### src/rtl/rq_pkt_arbiter.sv
// rq_pkt_arbiter
// Packet-atomic round-robin arbiter that merges the DMA read-request and
// write-request channels onto one registered RQ stream feeding the RQ
// clock-crossing FIFO. Runs entirely in the DMA clock domain.
//
// Ports:
//   clk, rst            DMA clock, synchronous active-high reset
//   rd_axis_rq_*        read-request channel in (valid/last/data/user/keep), ready out
//   wr_axis_rq_*        write-request channel in (valid/last/data/user/keep), ready out
//   dma_axis_rq_*       merged RQ stream out (valid/last/data/user/keep), ready in
//   rd_pkt_cnt          read packets accepted (wraps)
//   wr_pkt_cnt          write packets accepted (wraps)
//   arb_state           debug: 0 IDLE, 1 RD_PKT, 2 WR_PKT
module rq_pkt_arbiter #(
  parameter int DATA_W  = 256,
  parameter int KEEP_W  = 8,
  parameter int TUSER_W = 60,
  parameter int CNT_W   = 16
) (
  input  logic               clk,
  input  logic               rst,
  input  logic               rd_axis_rq_tvalid,
  input  logic               rd_axis_rq_tlast,
  input  logic [DATA_W-1:0]  rd_axis_rq_tdata,
  input  logic [TUSER_W-1:0] rd_axis_rq_tuser,
  input  logic [KEEP_W-1:0]  rd_axis_rq_tkeep,
  output logic               rd_axis_rq_tready,
  input  logic               wr_axis_rq_tvalid,
  input  logic               wr_axis_rq_tlast,
  input  logic [DATA_W-1:0]  wr_axis_rq_tdata,
  input  logic [TUSER_W-1:0] wr_axis_rq_tuser,
  input  logic [KEEP_W-1:0]  wr_axis_rq_tkeep,
  output logic               wr_axis_rq_tready,
  output logic               dma_axis_rq_tvalid,
  output logic               dma_axis_rq_tlast,
  output logic [DATA_W-1:0]  dma_axis_rq_tdata,
  output logic [TUSER_W-1:0] dma_axis_rq_tuser,
  output logic [KEEP_W-1:0]  dma_axis_rq_tkeep,
  input  logic               dma_axis_rq_tready,
  output logic [CNT_W-1:0]   rd_pkt_cnt,
  output logic [CNT_W-1:0]   wr_pkt_cnt,
  output logic [1:0]         arb_state
);

  localparam logic [1:0] ST_IDLE = 2'd0;
  localparam logic [1:0] ST_RD   = 2'd1;
  localparam logic [1:0] ST_WR   = 2'd2;

  logic [1:0]         state_q, state_d;
  logic               last_wr_q;          // 1: last completed packet was WR
  logic               out_valid_q;
  logic               out_last_q;
  logic [DATA_W-1:0]  out_data_q;
  logic [TUSER_W-1:0] out_user_q;
  logic [KEEP_W-1:0]  out_keep_q;
  logic [CNT_W-1:0]   rd_cnt_q, wr_cnt_q;

  logic grant_rd, grant_wr;
  logic slot_free;
  logic accept;
  logic beat_last;

  // The output slot can take a new beat when it is empty or draining now.
  assign slot_free = !out_valid_q || dma_axis_rq_tready;

  // Combinational grant so an IDLE winner is accepted in the same cycle.
  always_comb begin
    grant_rd = 1'b0;
    grant_wr = 1'b0;
    case (state_q)
      ST_IDLE: begin
        if (rd_axis_rq_tvalid && (!wr_axis_rq_tvalid || last_wr_q)) begin
          grant_rd = 1'b1;
        end else if (wr_axis_rq_tvalid) begin
          grant_wr = 1'b1;
        end
      end
      ST_RD:   grant_rd = 1'b1;
      ST_WR:   grant_wr = 1'b1;
      default: ;
    endcase
  end

  assign rd_axis_rq_tready = slot_free && grant_rd;
  assign wr_axis_rq_tready = slot_free && grant_wr;

  assign accept    = (rd_axis_rq_tready && rd_axis_rq_tvalid) ||
                     (wr_axis_rq_tready && wr_axis_rq_tvalid);
  assign beat_last = grant_wr ? wr_axis_rq_tlast : rd_axis_rq_tlast;

  always_comb begin
    state_d = state_q;
    if (accept) begin
      if (beat_last) begin
        state_d = ST_IDLE;
      end else if (state_q == ST_IDLE) begin
        state_d = grant_wr ? ST_WR : ST_RD;
      end
    end
  end

  always_ff @(posedge clk) begin
    if (rst) begin
      state_q     <= ST_IDLE;
      last_wr_q   <= 1'b1;
      out_valid_q <= 1'b0;
      out_last_q  <= 1'b0;
      out_data_q  <= '0;
      out_user_q  <= '0;
      out_keep_q  <= '0;
      rd_cnt_q    <= '0;
      wr_cnt_q    <= '0;
    end else begin
      state_q <= state_d;
      if (accept && beat_last) begin
        last_wr_q <= grant_wr;
        if (grant_wr) wr_cnt_q <= wr_cnt_q + 1'b1;
        else          rd_cnt_q <= rd_cnt_q + 1'b1;
      end
      // Register only moves when the slot is free; otherwise it holds.
      if (slot_free) begin
        if (accept) begin
          out_valid_q <= 1'b1;
          out_last_q  <= beat_last;
          out_data_q  <= grant_wr ? wr_axis_rq_tdata : rd_axis_rq_tdata;
          out_user_q  <= grant_wr ? wr_axis_rq_tuser : rd_axis_rq_tuser;
          out_keep_q  <= grant_wr ? wr_axis_rq_tkeep : rd_axis_rq_tkeep;
        end else begin
          out_valid_q <= 1'b0;
          out_last_q  <= 1'b0;
          out_data_q  <= '0;
          out_user_q  <= '0;
          out_keep_q  <= '0;
        end
      end
    end
  end

  assign dma_axis_rq_tvalid = out_valid_q;
  assign dma_axis_rq_tlast  = out_last_q;
  assign dma_axis_rq_tdata  = out_data_q;
  assign dma_axis_rq_tuser  = out_user_q;
  assign dma_axis_rq_tkeep  = out_keep_q;
  assign rd_pkt_cnt         = rd_cnt_q;
  assign wr_pkt_cnt         = wr_cnt_q;
  assign arb_state          = state_q;

endmodule

### config.mk
export PLATFORM = sky130hd
export DESIGN_NAME = rq_pkt_arbiter
export DESIGN_NICKNAME = d
export VERILOG_FILES = /design/src/rtl/rq_pkt_arbiter.sv
export SDC_FILE = /design/constraint.sdc
export NUM_CORES = 1
export LEC_CHECK = 0
export ABC_AREA = 1
export BUFFER_PORTS_ARGS = -buffer_cell sky130_fd_sc_hd__buf_2
export CAP_MARGIN = 20
export CORE_AREA = 3 3 397 399
export DETAILED_ROUTE_END_ITERATION = 7
export DIE_AREA = 0 0 400 402
export HOLD_SLACK_MARGIN = 0.03
export SYNTH_ARGS = -nofsm -noshare
export SYNTH_HDL_FRONTEND = slang
export SYNTH_SLANG_ARGS = --single-unit
### constraint.sdc
create_clock -name clk -period 1.44 [get_ports clk]
set_input_delay 0.072 -clock clk [delete_from_list [all_inputs] [get_ports clk]]
set_output_delay 0.072 -clock clk [all_outputs]
set_load 0.01 [all_outputs]
==> impl_metrics.ini, run 1 <==
[outcome]
outcome = finished, violations left
violations = setup timing

[pwr]
switching_power_mw = 11.84
p_sw_frac = 0.3375
seq_power_share = 0.317
p_int_mw = 23.25
ir_drop_mv = 0.7869
clkPwrFrac = 0.338
pwr-share-comb = 0.345
cellPowerDensity_nw_per_um2 = 952.5
power_leakage_nw = 17.33

[timing]
min_period_ns = 1.867
relSlewSlack = 0.6190
drv_slew = 0
whs_ns = 0.1548
post-route-period-util = 1.296
hold_viol_final = 0
fin_skew_ns = 0.02893
rsz0062_at_grt = yes
worst_pin_slew_ns = 0.5715
setup_slack_ns = -0.4269
max_freq_ghz = 0.5357
finalSetupViolCount = 363

[detailed_routing]
via_count = 26780
wire_per_inst_um = 20.18
top_layer_used = met5
drt-initial-drc-count = 2456
wl_met1_mm = 50.71
drtAntennaViolNets = 0
wl_met3_mm = 13.83
drt_pass1_iterations = 6
viasPerCell = 4.011
wl_mm = 134.8
drc_errors = 0
wl_met2_mm = 62.89

[die]
pin_count = 1017
dieHeight_um = 402
coreArea_um2 = 154200
die-area_um2 = 160800
rows = 144
start_util = 0.1135
die_width_um = 400

[yosys]
synth_ff_type = dfxtp_1
yosysWarningCount = 0
netlist_area_um2 = 17510
synth_area_leaders = dfxtp_1 41%, nand2_1 37%, a21oi_1 10%, buf_2 2.0%, clkbuf_1 1.6%
synth_top_area_frac = 0.4128
syn_inst = 2791
async_reset_ff_frac = 0
synth_most_common_cell = nand2_1
synth_cell_types = 24
yosysTopAreaCell = dfxtp_1
ys_ff_latch = 361
synthesis.nets = 3448
ys_seq_area_frac = 0.4128
ys_top_cells_by_count = 1708 x nand2_1, 361 x dfxtp_1, 350 x a21oi_1, 76 x clkbuf_1, 70 x buf_2
synth_edf_count = 0
syn_area_per_cell_um2 = 6.273

[grt]
overflow = 0
grt_max_degree = 70
grt_pass1_vias = 25500
antenna_found_initial = 79
grt_pass1_wl_mm = 178.1
track_usage = 0.1522

[placement]
pre_cts_ws_ns = -0.3669
gp_congestion = 1.007
portBuffers = 1016
hpwl_mm = 98.48

[min_path]
hold_depth = 7
hold_path.class = in -> reg

[finish]
drive_gt1_frac = 0.3484
multi_input_area_um2 = 10090
area_growth_pct = 110.4
final_nets = 5211
fillers = 16820
regArea_um2 = 7237

[setup_path]
critPathArrivalTime_ns = 2.41
start_kind = register
critPathBufInv = 5
cp-end-kind = register
slowest_stage = dfxtp_4
cp_max_fo = 6
required_ns = 1.98
critical_path_cell_count = 12
cpPeakStageDelay_ns = 0.35
critical_path_class = reg -> reg
crit_family = buffers and inverters
path_cells = nor2_4, nand2_4, nand2_8, buf_8, nand3_4, nand2_8, buf_16, buf_12, buf_12, clkbuf_16, nand2_1, a21oi_1
reg2regPathDepth = 12

[clocking]
cts_buffers = 45
tritoncts = built
root_buffer = clkbuf_16
htreeDepth = 2
insertion_delay_ns = 0.62
clock_path_buffers = 3
clock_sinks = 361
clk_pin_slew_ns = 0.06

[job]
max_cap_violations = 0
## per-stage QoR
step	setup TNS [ns]	area [µm²]	cells	util	power, mW
2_1_floorplan	0	17560	2791	-	15.26
3_3_place_gp	-86.85	26000	5825	0.1686	19.36
3_5_place_dp	-96.79	26000	5825	0.1686	19.40
4_1_cts	-125.86	34840	6588	0.2259	33.86
5_1_grt	-141.94	36800	6662	0.2386	36.63
6_report	-109.95	36840	6678	0.2389	35.09
## cell families after synthesis
logic type      synth area share
simple gates              0.4029
compound gates            0.1065
flops                     0.4128
buf+inv                  0.06933
xor+xnor                0.007004
fa+ha+maj               0.001429
## power groups by stage
stage | registers (mW) | logic (mW) | clock network, mW
detailed placement | 11.3 | 8.11 | 0
floorplan | 11.5 | 3.71 | 0
global route | 11.2 | 13.0 | 12.5
global placement | 11.3 | 8.08 | 0
finish | 11.1 | 12.1 | 11.9
CTS | 11.1 | 10.6 | 12.2
## worst reg2reg max path: stages, from the launching register on
cell	delay, ns
dfxtp_4	0.35
nor2_4	0.15
nand2_4	0.09
nand2_8	0.08
buf_8	0.13
nand3_4	0.09
nand2_8	0.13
buf_16	0.16
buf_12	0.18
buf_12	0.13
clkbuf_16	0.14
nand2_1	0.06
a21oi_1	0.13
## worst paths after layout
path	to	startpoint	slack [ns]
max	dma_axis_rq_tdata[97]$_SDFFE_PP0N_	arb_state[1]$_SDFFE_PP0P_	-0.43
min	dma_axis_rq_tdata[209]$_SDFFE_PP0N_	wr_axis_rq_tdata[209]	0.15
max reg2reg	dma_axis_rq_tdata[97]$_SDFFE_PP0N_	arb_state[1]$_SDFFE_PP0P_	-0.43
min reg2reg	dma_axis_rq_tdata[22]$_SDFFE_PP0N_	dma_axis_rq_tdata[22]$_SDFFE_PP0N_	0.46
## registers in the layout (all words and copies together) (netlist names)
| name | flops |
|---|---|
| arb_state | 2 |
| dma_axis_rq_tdata | 256 |
| dma_axis_rq_tkeep | 8 |
| dma_axis_rq_tlast | 1 |
| dma_axis_rq_tuser | 60 |
| dma_axis_rq_tvalid | 1 |
| last_wr_q | 1 |
| rd_pkt_cnt | 16 |
| wr_pkt_cnt | 16 |
## routing by layer
layer  vias to the layer above  GRT usage
li1                      12330          -
met1                     12410     0.1738
met2                      1573     0.2540
met3                       439    0.05265
met4                        30    0.06948
met5                         -          0
## final cells by class
class | count | share of cell area
sequential | 361 | 0.1964
clock inverter | 16 | 0.004721
clock buffer | 64 | 0.03658
tap | 2044 | 0.06942
antenna | 47 | 0.003193
inverter | 26 | 0.002853
multi-input combinational | 2209 | 0.2739
timing repair buffer | 1911 | 0.4129
## cell usage in the layout (no fill, tap or decap), types with 8 or more instances in the layout
| master | n |
|---|---|
| buf_6 | 20 |
| buf_4 | 109 |
| buf_2 | 1013 |
| nand2_4 | 49 |
| nor2_1 | 33 |
| buf_8 | 16 |
| buf_12 | 61 |
| nand3_1 | 21 |
| nand2_2 | 95 |
| diode_2 | 47 |
| clkbuf_16 | 64 |
| clkbuf_8 | 15 |
| buf_16 | 19 |
| a21oi_1 | 261 |
| xor2_1 | 10 |
| a21oi_2 | 98 |
| nand2_1 | 1574 |
| dfxtp_1 | 357 |
| clkinv_2 | 8 |
| dlygate4sd3_1 | 650 |
| inv_1 | 24 |
| nand4_1 | 43 |
## repair_timing
action | in CTS | in global routing
setup buffers | 19 | 31
cloned | 14 | 20
endpoints found under the setup margin | 363 | 363
hold endpoints to repair | 328 | 0
hold buffers | 650 | 0
resized for setup | 45 | 341
pin swaps | 6 | 141
No activity file was read; power rests on OpenSTA's default activity.
==> inputs of run 2 (changes only) <==
==> config.mk (replaced) <==
export PLATFORM = sky130hd
export DESIGN_NAME = rq_pkt_arbiter
export DESIGN_NICKNAME = d
export VERILOG_FILES = /design/src/rtl/rq_pkt_arbiter.sv
export SDC_FILE = /design/constraint.sdc
export NUM_CORES = 1
export LEC_CHECK = 0
export BUFFER_PORTS_ARGS = -buffer_cell sky130_fd_sc_hd__buf_2
export CAP_MARGIN = 20
export CORE_AREA = 3 3 391 393
export DETAILED_ROUTE_END_ITERATION = 7
export DIE_AREA = 0 0 394 396
export HOLD_SLACK_MARGIN = 0.03
export PLACE_DENSITY = 0.41
export SYNTH_ARGS = -nofsm -noshare
export SYNTH_HDL_FRONTEND = slang
export SYNTH_SLANG_ARGS = --single-unit
==> impl_metrics.ini, run 2 <==
[detailed_routing]
drtAntennaViolNets = 0
via_count = 19900
drt-initial-drc-count = 1084
drt_pass1_iterations = 5
wire_per_inst_um = 21.13
wl_mm = 116.5
viasPerCell = 3.611
drc_errors = 0

[timing]
rsz0062_at_grt = yes
whs_ns = 0.1066
min_period_ns = 1.809
drv_slew = 0
hold_viol_final = 0
finalSetupViolCount = 361
fin_skew_ns = 0.02690
setup_slack_ns = -0.3688
max_freq_ghz = 0.5529
relSlewSlack = 0.5278
worst_pin_slew_ns = 0.7036
post-route-period-util = 1.256

[setup_path]
cp_max_fo = 22
start_kind = register
cp-end-kind = register
slowest_stage = dfxtp_4
critPathBufInv = 4
cpPeakStageDelay_ns = 0.37
path_cells = buf_4, nand2b_4, a21oi_2, buf_6, nand2_8, buf_12, clkbuf_16, o21ai_0
crit_family = buffers and inverters
critPathArrivalTime_ns = 2.33
required_ns = 1.96
critical_path_class = reg -> reg

[clocking]
cts_buffers = 48
htreeDepth = 2
insertion_delay_ns = 0.63
clock_path_buffers = 3
tritoncts = built
root_buffer = clkbuf_16
clock_sinks = 361
clk_pin_slew_ns = 0.06

[pwr]
cellPowerDensity_nw_per_um2 = 1001
power_leakage_nw = 15.58
ir_drop_mv = 0.7242

[yosys]
syn_area_per_cell_um2 = 9.226
yosysTopAreaCell = dfxtp_1
ys_top_cells_by_count = 361 x dfxtp_1, 334 x nand2_1, 331 x o21ai_0, 324 x mux2i_1, 62 x clkbuf_1
synth_ff_type = dfxtp_1
synth_area_leaders = dfxtp_1 48%, mux2i_1 21%, o21ai_0 11%, nand2_1 8.3%, buf_4 1.7%
netlist_area_um2 = 15090
synth_cell_types = 37
synth_edf_count = 0
syn_inst = 1636
synth_top_area_frac = 0.4788
ys_seq_area_frac = 0.4788
ys_ff_latch = 361
synthesis.nets = 2293
synth_most_common_cell = dfxtp_1
async_reset_ff_frac = 0
yosysWarningCount = 0

[placement]
gp_congestion = 0.8995
hpwl_mm = 94.66
dp_cells = 4711
portBuffers = 1016

[grt]
overflow = 0
grt_pass1_wl_mm = 157.5
antenna_found_initial = 90
grt_pass1_vias = 20400
track_usage = 0.1408
grt_max_degree = 38

[die]
coreArea_um2 = 149800
start_util = 0.1008
rows = 142
die-area_um2 = 156000
die_width_um = 394
pin_count = 1017
dieHeight_um = 396

[outcome]
violations = setup timing
outcome = finished, violations left

[finish]
fillers = 16600
area_growth_pct = 118.7
largest_reg_flops = 256
regArea_um2 = 7259
layout_common_cells = 1015 x buf_2, 654 x dlygate4sd3_1, 343 x dfxtp_1
drive_gt1_frac = 0.4011
final_nets = 4085
instances_no_fill = 5511
multi_input_area_um2 = 7651
mostFrequentLayoutCell = buf_2

[job]
max_cap_violations = 0

[min_path]
hold_path.class = in -> reg
==> run 2: cell count changes after synthesis, sizes merged, moves of 27 or more <==
cell,change
nor2,-27
nand2,-1387
a21oi,-333
nand4,-34
o21ai,+326
buf,-57
mux2i,+324
==> run 2: layout make-up <==
cell class,instances,share of cell area
repair buffers,1865,0.4194
multi-input cells,1148,0.2318
flip-flops and latches,361,0.2199
well taps,2016,0.07642
clock buffers,65,0.04136
clock inverters,20,0.008188
diodes,32,0.002426
inverters,4,0.0004549
==> run 2: routing by layer <==
metal  part of all wire  vias up  GRT usage  wire [µm]
met2               0.48      928     0.2441      56300
li1                   -     9373          -          -
met4              0.031       30    0.03868       3636
met5             0.0017        -          0        201
met1               0.42     9305     0.1695      48340
met3              0.069      263    0.03960       7980
==> run 2: worst paths after layout <==
kind	start	endpoint	slack (ns)	depth (start not counted)
max	arb_state[0]$_SDFFE_PP0P_	dma_axis_rq_tdata[0]$_SDFFE_PP0N_	-0.37	8
min	rd_axis_rq_tvalid	arb_state[1]$_SDFFE_PP0P_	0.11	5
max reg2reg	arb_state[0]$_SDFFE_PP0P_	dma_axis_rq_tdata[0]$_SDFFE_PP0N_	-0.37	8
min reg2reg	dma_axis_rq_tdata[25]$_SDFFE_PP0N_	dma_axis_rq_tdata[25]$_SDFFE_PP0N_	0.44	2
==> run 2: report_power, final <==
group	internal (mW)	switching (mW)
Sequential	10.9	0.493
Combinational	4.69	4.30
Clock	7.54	5.11
Total	23.1	9.90
==> run 2: cell families (layout without fill, tap and decap cells) <==
kind of cell | count (synthesis) | count (layout) | synth area share
simple gates | 425 | 425 | 0.1208
compound gates | 387 | 389 | 0.1340
flops | 361 | 361 | 0.4788
mux | 332 | 332 | 0.2208
buf+inv | 129 | 1954 | 0.04385
fa+ha+maj | 2 | 2 | 0.001658
other cells | 0 | 32 | 0
==> run 2: worst reg2reg max path, stage by stage, from the launching register on <==
cell,delay (ns)
dfxtp_4,0.37
buf_4,0.14
nand2b_4,0.17
a21oi_2,0.14
buf_6,0.13
nand2_8,0.06
buf_12,0.17
clkbuf_16,0.39
o21ai_0,0.15
==> run 2: stage by stage <==
| step | TNS (ns) | total power [mW] | util | cell area (µm²) | worst slack, ns |
|---|---|---|---|---|---|
| after floorplan | -11.80 | 14.88 | - | 15500 | -0.1212 |
| after global placement | -78.55 | 18.18 | 0.1587 | 23770 | -0.3627 |
| after detailed placement | -82.79 | 18.22 | 0.1587 | 23770 | -0.3692 |
| after CTS | -83.36 | 33.02 | 0.2155 | 32270 | -0.3452 |
| after global routing | -109.65 | 34.56 | 0.2201 | 32970 | -0.3939 |
| final | -86.86 | 33.03 | 0.2204 | 33010 | -0.3688 |
==> run 2: what timing repair did <==
| action | in CTS | in global routing |
|---|---|---|
| pin swaps | 2 | 7 |
| hold endpoints to repair | 343 | 0 |
| cloned | 1 | 13 |
| resized for setup | 60 | 137 |
| buffers inserted | 5 | 10 |
| hold buffers | 654 | 0 |
| endpoints found under the setup margin | 364 | 362 |
